==> src/rtl/regfile_wb_arbiter.sv <==
// Write-port owner for the register file: round-robin arbiter between ALU (A) and load (B)
// writeback plus a clear sequencer. Optional REGFILE_WB_PENDING_EN adds pending_mask/collision.
module regfile_wb_arbiter #(
    parameter int unsigned NUM_REGS = 4,
    parameter int unsigned ADDR_W   = 2,
    parameter int unsigned DATA_W   = 32,
    parameter int unsigned CNT_W    = 16
) (
    input  logic                clk,
    input  logic                reset,

    input  logic                a_valid,
    output logic                a_ready,
    input  logic [ADDR_W-1:0]   a_reg,
    input  logic [DATA_W-1:0]   a_data,

    input  logic                b_valid,
    output logic                b_ready,
    input  logic [ADDR_W-1:0]   b_reg,
    input  logic [DATA_W-1:0]   b_data,

    input  logic                stall,
    input  logic                init_start,
    output logic                init_done,

    output logic                RegWrite,
    output logic [ADDR_W-1:0]   WriteReg,
    output logic [DATA_W-1:0]   WriteData,
    output logic                grant_id,
`ifdef REGFILE_WB_PENDING_EN
    output logic [NUM_REGS-1:0] pending_mask,
    output logic                collision,
`endif
    output logic [CNT_W-1:0]    wr_count
);

    typedef enum logic [1:0] {StIdle, StInit, StDone} state_e;

    state_e              state_q, state_d;
    logic                prio_q, prio_d;
    logic [ADDR_W-1:0]   cnt_q, cnt_d;
    logic                reg_write_q, reg_write_d;
    logic [ADDR_W-1:0]   write_reg_q, write_reg_d;
    logic [DATA_W-1:0]   write_data_q, write_data_d;
    logic                grant_id_q, grant_id_d;
    logic                init_done_q, init_done_d;
    logic [CNT_W-1:0]    wr_count_q, wr_count_d;
    logic                grant_a, grant_b;

`ifdef REGFILE_WB_PENDING_EN
    logic [NUM_REGS-1:0] pending_q, pending_d;
    logic                collision_q, collision_d;
`endif

    always_comb begin
        state_d      = state_q;
        prio_d       = prio_q;
        cnt_d        = cnt_q;
        reg_write_d  = 1'b0;
        write_reg_d  = write_reg_q;
        write_data_d = write_data_q;
        grant_id_d   = grant_id_q;
        init_done_d  = 1'b0;
        grant_a      = 1'b0;
        grant_b      = 1'b0;

        case (state_q)
            StIdle: begin
                if (init_start) begin
                    state_d = StInit;
                    cnt_d   = '0;
                    prio_d  = 1'b0;
                end else if (!stall) begin
                    // Contention follows the pointer; a lone requester never moves it.
                    if (a_valid && b_valid) begin
                        grant_a = ~prio_q;
                        grant_b = prio_q;
                        prio_d  = ~prio_q;
                    end else begin
                        grant_a = a_valid;
                        grant_b = b_valid;
                    end
                end

                if (grant_a) begin
                    reg_write_d  = 1'b1;
                    write_reg_d  = a_reg;
                    write_data_d = a_data;
                    grant_id_d   = 1'b0;
                end else if (grant_b) begin
                    reg_write_d  = 1'b1;
                    write_reg_d  = b_reg;
                    write_data_d = b_data;
                    grant_id_d   = 1'b1;
                end
            end

            StInit: begin
                if (!stall) begin
                    reg_write_d  = 1'b1;
                    write_reg_d  = cnt_q;
                    write_data_d = '0;
                    grant_id_d   = 1'b0;
                    cnt_d        = cnt_q + ADDR_W'(1);
                    // Registered so it lands with the final address write.
                    if (cnt_q == ADDR_W'(NUM_REGS - 1)) begin
                        state_d     = StDone;
                        init_done_d = 1'b1;
                    end
                end
            end

            StDone: begin
                state_d = StIdle;
            end

            default: begin
                state_d = StIdle;
            end
        endcase

        wr_count_d = wr_count_q + CNT_W'(reg_write_d);
    end

`ifdef REGFILE_WB_PENDING_EN
    always_comb begin
        pending_d = '0;
        for (int i = 0; i < int'(NUM_REGS); i++) begin
            pending_d[i] = reg_write_d && (write_reg_d == ADDR_W'(i));
        end
        collision_d = (grant_a || grant_b) && a_valid && b_valid && (a_reg == b_reg);
    end
`endif

    always_ff @(posedge clk) begin
        if (reset) begin
            state_q      <= StIdle;
            prio_q       <= 1'b0;
            cnt_q        <= '0;
            reg_write_q  <= 1'b0;
            write_reg_q  <= '0;
            write_data_q <= '0;
            grant_id_q   <= 1'b0;
            init_done_q  <= 1'b0;
            wr_count_q   <= '0;
`ifdef REGFILE_WB_PENDING_EN
            pending_q    <= '0;
            collision_q  <= 1'b0;
`endif
        end else begin
            state_q      <= state_d;
            prio_q       <= prio_d;
            cnt_q        <= cnt_d;
            reg_write_q  <= reg_write_d;
            write_reg_q  <= write_reg_d;
            write_data_q <= write_data_d;
            grant_id_q   <= grant_id_d;
            init_done_q  <= init_done_d;
            wr_count_q   <= wr_count_d;
`ifdef REGFILE_WB_PENDING_EN
            pending_q    <= pending_d;
            collision_q  <= collision_d;
`endif
        end
    end

    assign a_ready   = grant_a && !reset;
    assign b_ready   = grant_b && !reset;
    assign RegWrite  = reg_write_q;
    assign WriteReg  = write_reg_q;
    assign WriteData = write_data_q;
    assign grant_id  = grant_id_q;
    assign init_done = init_done_q;
    assign wr_count  = wr_count_q;
`ifdef REGFILE_WB_PENDING_EN
    assign pending_mask = pending_q;
    assign collision    = collision_q;
`endif

endmodule

==> config.mk <==
export PLATFORM = sky130hd
export DESIGN_NAME = regfile_wb_arbiter
export DESIGN_NICKNAME = d
export VERILOG_FILES = /design/src/rtl/regfile_wb_arbiter.sv
export SDC_FILE = /design/constraint.sdc
export NUM_CORES = 1
export LEC_CHECK = 0
export BUFFER_PORTS_ARGS = -buffer_cell sky130_fd_sc_hd__clkbuf_2
export CAP_MARGIN = 10
export CORE_ASPECT_RATIO = 1.75
export CORE_MARGIN = 1
export CORE_UTILIZATION = 43
export DETAILED_ROUTE_END_ITERATION = 6
export PLACE_DENSITY = 0.84
export SYNTH_ARGS = -nofsm -noshare
export SYNTH_HDL_FRONTEND = slang
export SYNTH_SLANG_ARGS = --single-unit
export TNS_END_PERCENT = 1
==> constraint.sdc <==
create_clock -name clk -period 3.4 [get_ports clk]
set_input_delay 0.34 -clock clk [delete_from_list [all_inputs] [get_ports clk]]
set_output_delay 0.34 -clock clk [all_outputs]
set_load 0.01 [all_outputs]
==> flow_summary.toml, run 1 <==
[worst_setup_path]
path_cells = "nor2_1 > a21boi_1 > ha_1 > ha_1 > and4_1 > nand2_1 > or3_2 > a21oi_1"
cp-end-kind = "register"
path_common_cell = "ha_1"
reg2reg_from = "state_q[1]"
cp_max_fo = 7
rr_worst_depth = 8
cpPeakStageDelay_ps = 410
critical_path_class = "reg2reg"
rr_endpoint = "wr_count[14]"
crit_family = "simple AND/OR/NAND/NOR gates"
arrival_ps = 2570
start_kind = "register"
slowest_stage = "or3_2"
ff2ff_setup_slack_ps = 1090
crit_required_ps = 3660
worst-path-buf-inv = 0

[sta]
period_minus_slack_ps = 2310
grt_setup_unrepaired = "no"
max_freq_ghz = 0.432
tightest_slew_ps = 789
skew_ps = 9.78
min_period_over_period = 0.680
drv_slew = 0
hold_violations = 0
setup_tns_ps = 0
setup_violations = 0
relSlewSlack = 0.474

[finish]
layout-drive-gt1-share = 0.408
fin_area_um2 = 3460
fillCellCount = 484
final_core_util = 0.615
fin_nets = 449
area_growth_pct = 37.2
diodes = 0

[clocking]
clk_path_buf_depth = 2
post_cts_resize_count = 0
cts-root-buf = "clkbuf_8"
post_cts_buffers = 0
clock_sinks = 58
cts_made_buffers = 9
clk_latency_ps = 330
cts_hold_buf = 0
cts_tree = "built"
htree_levels = 3
cts.clk_slew.worst_paths_ps = 70

[detailed_routing]
wl_per_cell_um = 14.1
routed_wl_mm = 6.37
vias = 2351
final_antenna_net_count = 0
drc = 0
drt_pre_antenna_iters = 4
viasPerCell = 5.19
drtIter0Drc = 95

[global_route]
gr-usage-all-layers = 0.205
grt_overflow = 0
grt_pass1_vias = 2177
antenna_found_initial = 0
grt_max_degree = 35
grt_first_pass_wirelength_mm = 9.43

[floorplan]
dieArea_um2 = 6190
ios = 129
initial_core_util = 0.448
design.core.area_um2 = 5630
die_w_um = 59.9
fp-row-count = 36
die_h_um = 103

[logic_synthesis]
syn_area_um2 = 2520
synthArstFlopShare = 0
ys_warn_count = 0
synth-seq-cells = 58
synth_edf_count = 0
synth_ff_type = "dfxtp_1"
syn_nets = 322
seq_area_frac_synth = 0.460
synth_cell_type_count = 42
post_synth.cell_area_avg_um2 = 10.3
synthCells = 245

[power_and_ir_drop]
leakage_nw = 1.71
fin_total_pwr_mw = 1.67
ir_drop_uv = 291
p_per_area_nw_per_um2 = 483

[min_path]
hold_path.class = "in2reg"
min_delay_path_depth = 3
min-delay-start = "b_data[10]"
hold_end = "WriteData[10]"

[status]
status = "finished, final reports clean"

[placement]
dpl_cell_area_um2 = 3210
numPortBuffers = 128
gp_congestion = 0.860
dpl.hpwl_mm = 4.70

[job]
cap_viol_max_count = 0
==> worst reg2reg max path: cells and delay by family (launching register included) <==
family | cells | cell delay [ps]
AO/OA/AOI/OAI | 2 | 480
adder cells (fa/ha/maj) | 2 | 500
flip-flops | 1 | 370
AND/OR/NAND/NOR | 4 | 910
==> cells in the final DEF (no fill, tap or decap), drive strengths merged, types with 3 or more instances in the layout <==
cell	Yosys	routed
a21oi	6	6
buf	5	3
bufinv	0	3
clkbuf	10	140
dfxtp	58	58
ha	3	3
inv	3	3
mux2i	34	34
nand2	7	7
nand2b	5	5
nand3	6	6
nand4	3	3
nor2	21	21
nor2b	6	6
nor3	6	6
nor4	3	3
o21ai	3	3
o2bb2ai	32	32
or3	3	3
xnor2	6	6
xor2	4	4
==> sequential cells by signal (all words and copies together), names as in the netlist <==
register	cells
WriteReg	2
state_q	2
WriteData	32
wr_count	16
prio_q	1
init_done	1
grant_id	1
RegWrite	1
cnt_q	2
==> layer usage <==
metal	wire, um	track usage
met1	2460	0.206
met2	3430	0.372
met3	391	0.0659
met4	82	0.0966
met5	0	0
==> where the power goes <==
part           switching, mW  internal (mW)  leakage [nW]  total, mW
registers             0.0138          0.700         0.470      0.714
logic                 0.0847         0.0817          1.12      0.166
clock network          0.266          0.527         0.123      0.793
total                  0.364           1.31          1.71       1.67
==> final cells by class <==
cell class	count	area, um2	share of cell area
Sequential cell	58	1160	0.335
Inverter	3	11.3	0.00325
Clock buffer	12	155	0.0448
Clock inverter	4	97.6	0.0282
Timing Repair Buffer	131	663	0.191
Multi-Input combinational cell	169	1280	0.370
Tap cell	76	95.1	0.0275
==> per-stage QoR <==
step | setup WS [ps] | hold WS, ps | instances
floorplan | 1260 | 484 | 245
global route | 868 | 255 | 453
global placement | 1080 | 445 | 437
detailed placement | 964 | 445 | 437
finish | 1090 | 271 | 453
CTS | 1110 | 255 | 453
==> worst max path at each step <==
stage               startpoint            to  slack [ps]  depth (start not counted)
floorplan                stall  wr_count[14]        1260                          9
global placement         stall  wr_count[14]        1080                          9
detailed placement       stall  wr_count[14]         960                          9
CTS                 state_q[1]  wr_count[14]        1110                          8
global route        state_q[1]  wr_count[14]         870                          8
finish              state_q[1]  wr_count[14]        1090                          8
==> kinds of logic (layout without fill, tap and decap cells) <==
family | Yosys count | in the layout | synth area share
fa+ha+maj | 3 | 3 | 0.0149
compound gates | 55 | 55 | 0.176
buf+inv | 18 | 150 | 0.0357
xor+xnor | 10 | 10 | 0.0347
simple gates | 66 | 66 | 0.139
mux | 35 | 35 | 0.139
flops | 58 | 58 | 0.460
==> synthesized netlist by cell type (2+ instances only) <==
| cell | number | area, um2 |
|---|---|---|
| dfxtp_1 | 58 | 1160 |
| mux2i_1 | 34 | 340 |
| o2bb2ai_1 | 32 | 280 |
| nor2_1 | 21 | 78.8 |
| clkbuf_1 | 9 | 33.8 |
| nand2_1 | 7 | 26.3 |
| a21oi_1 | 6 | 30.0 |
| nand3_1 | 6 | 30.0 |
| nor2b_1 | 6 | 37.5 |
| nor3_1 | 6 | 30.0 |
| xnor2_1 | 6 | 52.6 |
| nand2b_1 | 5 | 31.3 |
| buf_2 | 4 | 20.0 |
| xor2_1 | 4 | 35.0 |
| ha_1 | 3 | 37.5 |
| inv_1 | 3 | 11.3 |
| nor4_1 | 3 | 18.8 |
| a32o_1 | 2 | 20.0 |
| and2_1 | 2 | 12.5 |
| nand4_1 | 2 | 12.5 |
| nor4bb_1 | 2 | 20.0 |
| o21ai_0 | 2 | 10.0 |
| o21bai_1 | 2 | 15.0 |
| o31ai_1 | 2 | 15.0 |
(Power assumes the default switching activity.)
==> inputs of run 2 (changes only) <==
clock period = 2.2 ns   (was 3.4 ns; I/O delays follow)
==> run 2 against run 1 <==
Power is 35% higher. Final cell count is 1.5% higher. Sequential cell count stayed put.
==> flow_summary.toml, run 2 (same netlist as run 1, synthesis figures left out) <==
[detailed_routing]
vias = 2430
viasPerCell = 5.28
drc = 0
drtIter0Drc = 112
routed_wl_mm = 6.35
wl_per_cell_um = 13.8
drt_pre_antenna_iters = 4
final_antenna_net_count = 0

[floorplan]
die_h_um = 103
design.core.area_um2 = 5630
die_w_um = 59.9
dieArea_um2 = 6190
initial_core_util = 0.448
ios = 129
fp-row-count = 36

[finish]
final_cell_mix = "128 x clkbuf_2, 58 x dfxtp_1, 34 x mux2i_1, 32 x o2bb2ai_1, 20 x nor2_1"
area_growth_pct = 36.5
fin_nets = 456
fillCellCount = 499
mostFrequentLayoutCell = "clkbuf_2"
diodes = 0
largest_register_ffs = 32
layout-drive-gt1-share = 0.417
finalNonFillerCells = 460
final_core_util = 0.612

[clocking]
clk_path_buf_depth = 2
post_cts_buffers = 0
htree_levels = 3
cts-root-buf = "clkbuf_8"
cts_made_buffers = 9
cts_hold_buf = 0
post_cts_resize_count = 0
clock_sinks = 58
cts_tree = "built"
clk_latency_ps = 320
cts.clk_slew.worst_paths_ps = 60

[placement]
place_ws_ps = 174
numPortBuffers = 128
dp.cells = 444
dpl.hpwl_mm = 4.90
gp_congestion = 0.846

[power_and_ir_drop]
ir_drop_uv = 355
leakage_nw = 1.72
p_per_area_nw_per_um2 = 655

[sta]
min_period_over_period = 0.914
setup_violations = 0
hold_violations = 0
relSlewSlack = 0.415
tightest_slew_ps = 877
drv_slew = 0
grt_setup_unrepaired = "no"
skew_ps = 4.55
max_freq_ghz = 0.497
final.setup.worst_slack_ps = 189
setup_tns_ps = 0
period_minus_slack_ps = 2010

[job]
cap_viol_max_count = 0

[status]
status = "finished, final reports clean"

[global_route]
grt_first_pass_wirelength_mm = 9.98
antenna_found_initial = 0
gr-usage-all-layers = 0.214
grt_max_degree = 35
grt_overflow = 0
grt_pass1_vias = 2363

[worst_setup_path]
arrival_ps = 2270
critical_path_class = "reg2reg"
start_kind = "register"
cp_max_fo = 3
cp-end-kind = "register"
crit_required_ps = 2460

[min_path]
hold_path.class = "in2reg"
[run 2: per-layer routing]
| layer | vias to the layer above | wire [um] | global-route usage |
|---|---|---|---|
| met5 | - | 0 | 0 |
| li1 | 1173 | - | - |
| met3 | 19 | 394 | 0.0510 |
| met2 | 101 | 3360 | 0.381 |
| met4 | 0 | 180 | 0.148 |
| met1 | 1137 | 2410 | 0.211 |
[run 2: layout make-up]
type,count,area (um2),share of cell area
clock buffer,14,173,0.0501
clock inverter,2,10.0,0.00290
inverter,3,11.3,0.00327
multi-input combinational,169,1280,0.371
sequential,58,1160,0.337
tap,76,95.1,0.0276
timing repair buffer,138,716,0.208
[run 2: power breakdown]
group	internal (mW)	switching (mW)
combinational	0.132	0.133
sequential	1.08	0.0196
clock	0.498	0.390
total	1.71	0.542
[run 2: path summary, 6_finish.rpt]
path                  from       endpoint  cells after the start  slack (ps)
min              a_data[8]   WriteData[8]                      3         160
max             state_q[1]   wr_count[14]                      8         190
max reg2reg     state_q[1]   wr_count[14]                      8         190
min reg2reg  WriteData[20]  WriteData[20]                      1         460
[run 2: through the flow]
stage          power, mW  hold WS, ps  instance area (um2)
4_1_cts             2.29          142                 3450
3_3_place_gp        1.38          444                 3260
5_1_grt             2.36          166                 3450
6_report            2.26          159                 3450
3_5_place_dp        1.39          445                 3260
2_1_floorplan       1.26          395                 2520
[run 2: critical path: stages, from the launching register on]
cell and delay (ps):
dfxtp_1 310, nor2_1 150, a21boi_1 220, ha_1 220, ha_1 170, and4_1 260
nand2_1 90, or3_2 410, a21oi_1 140
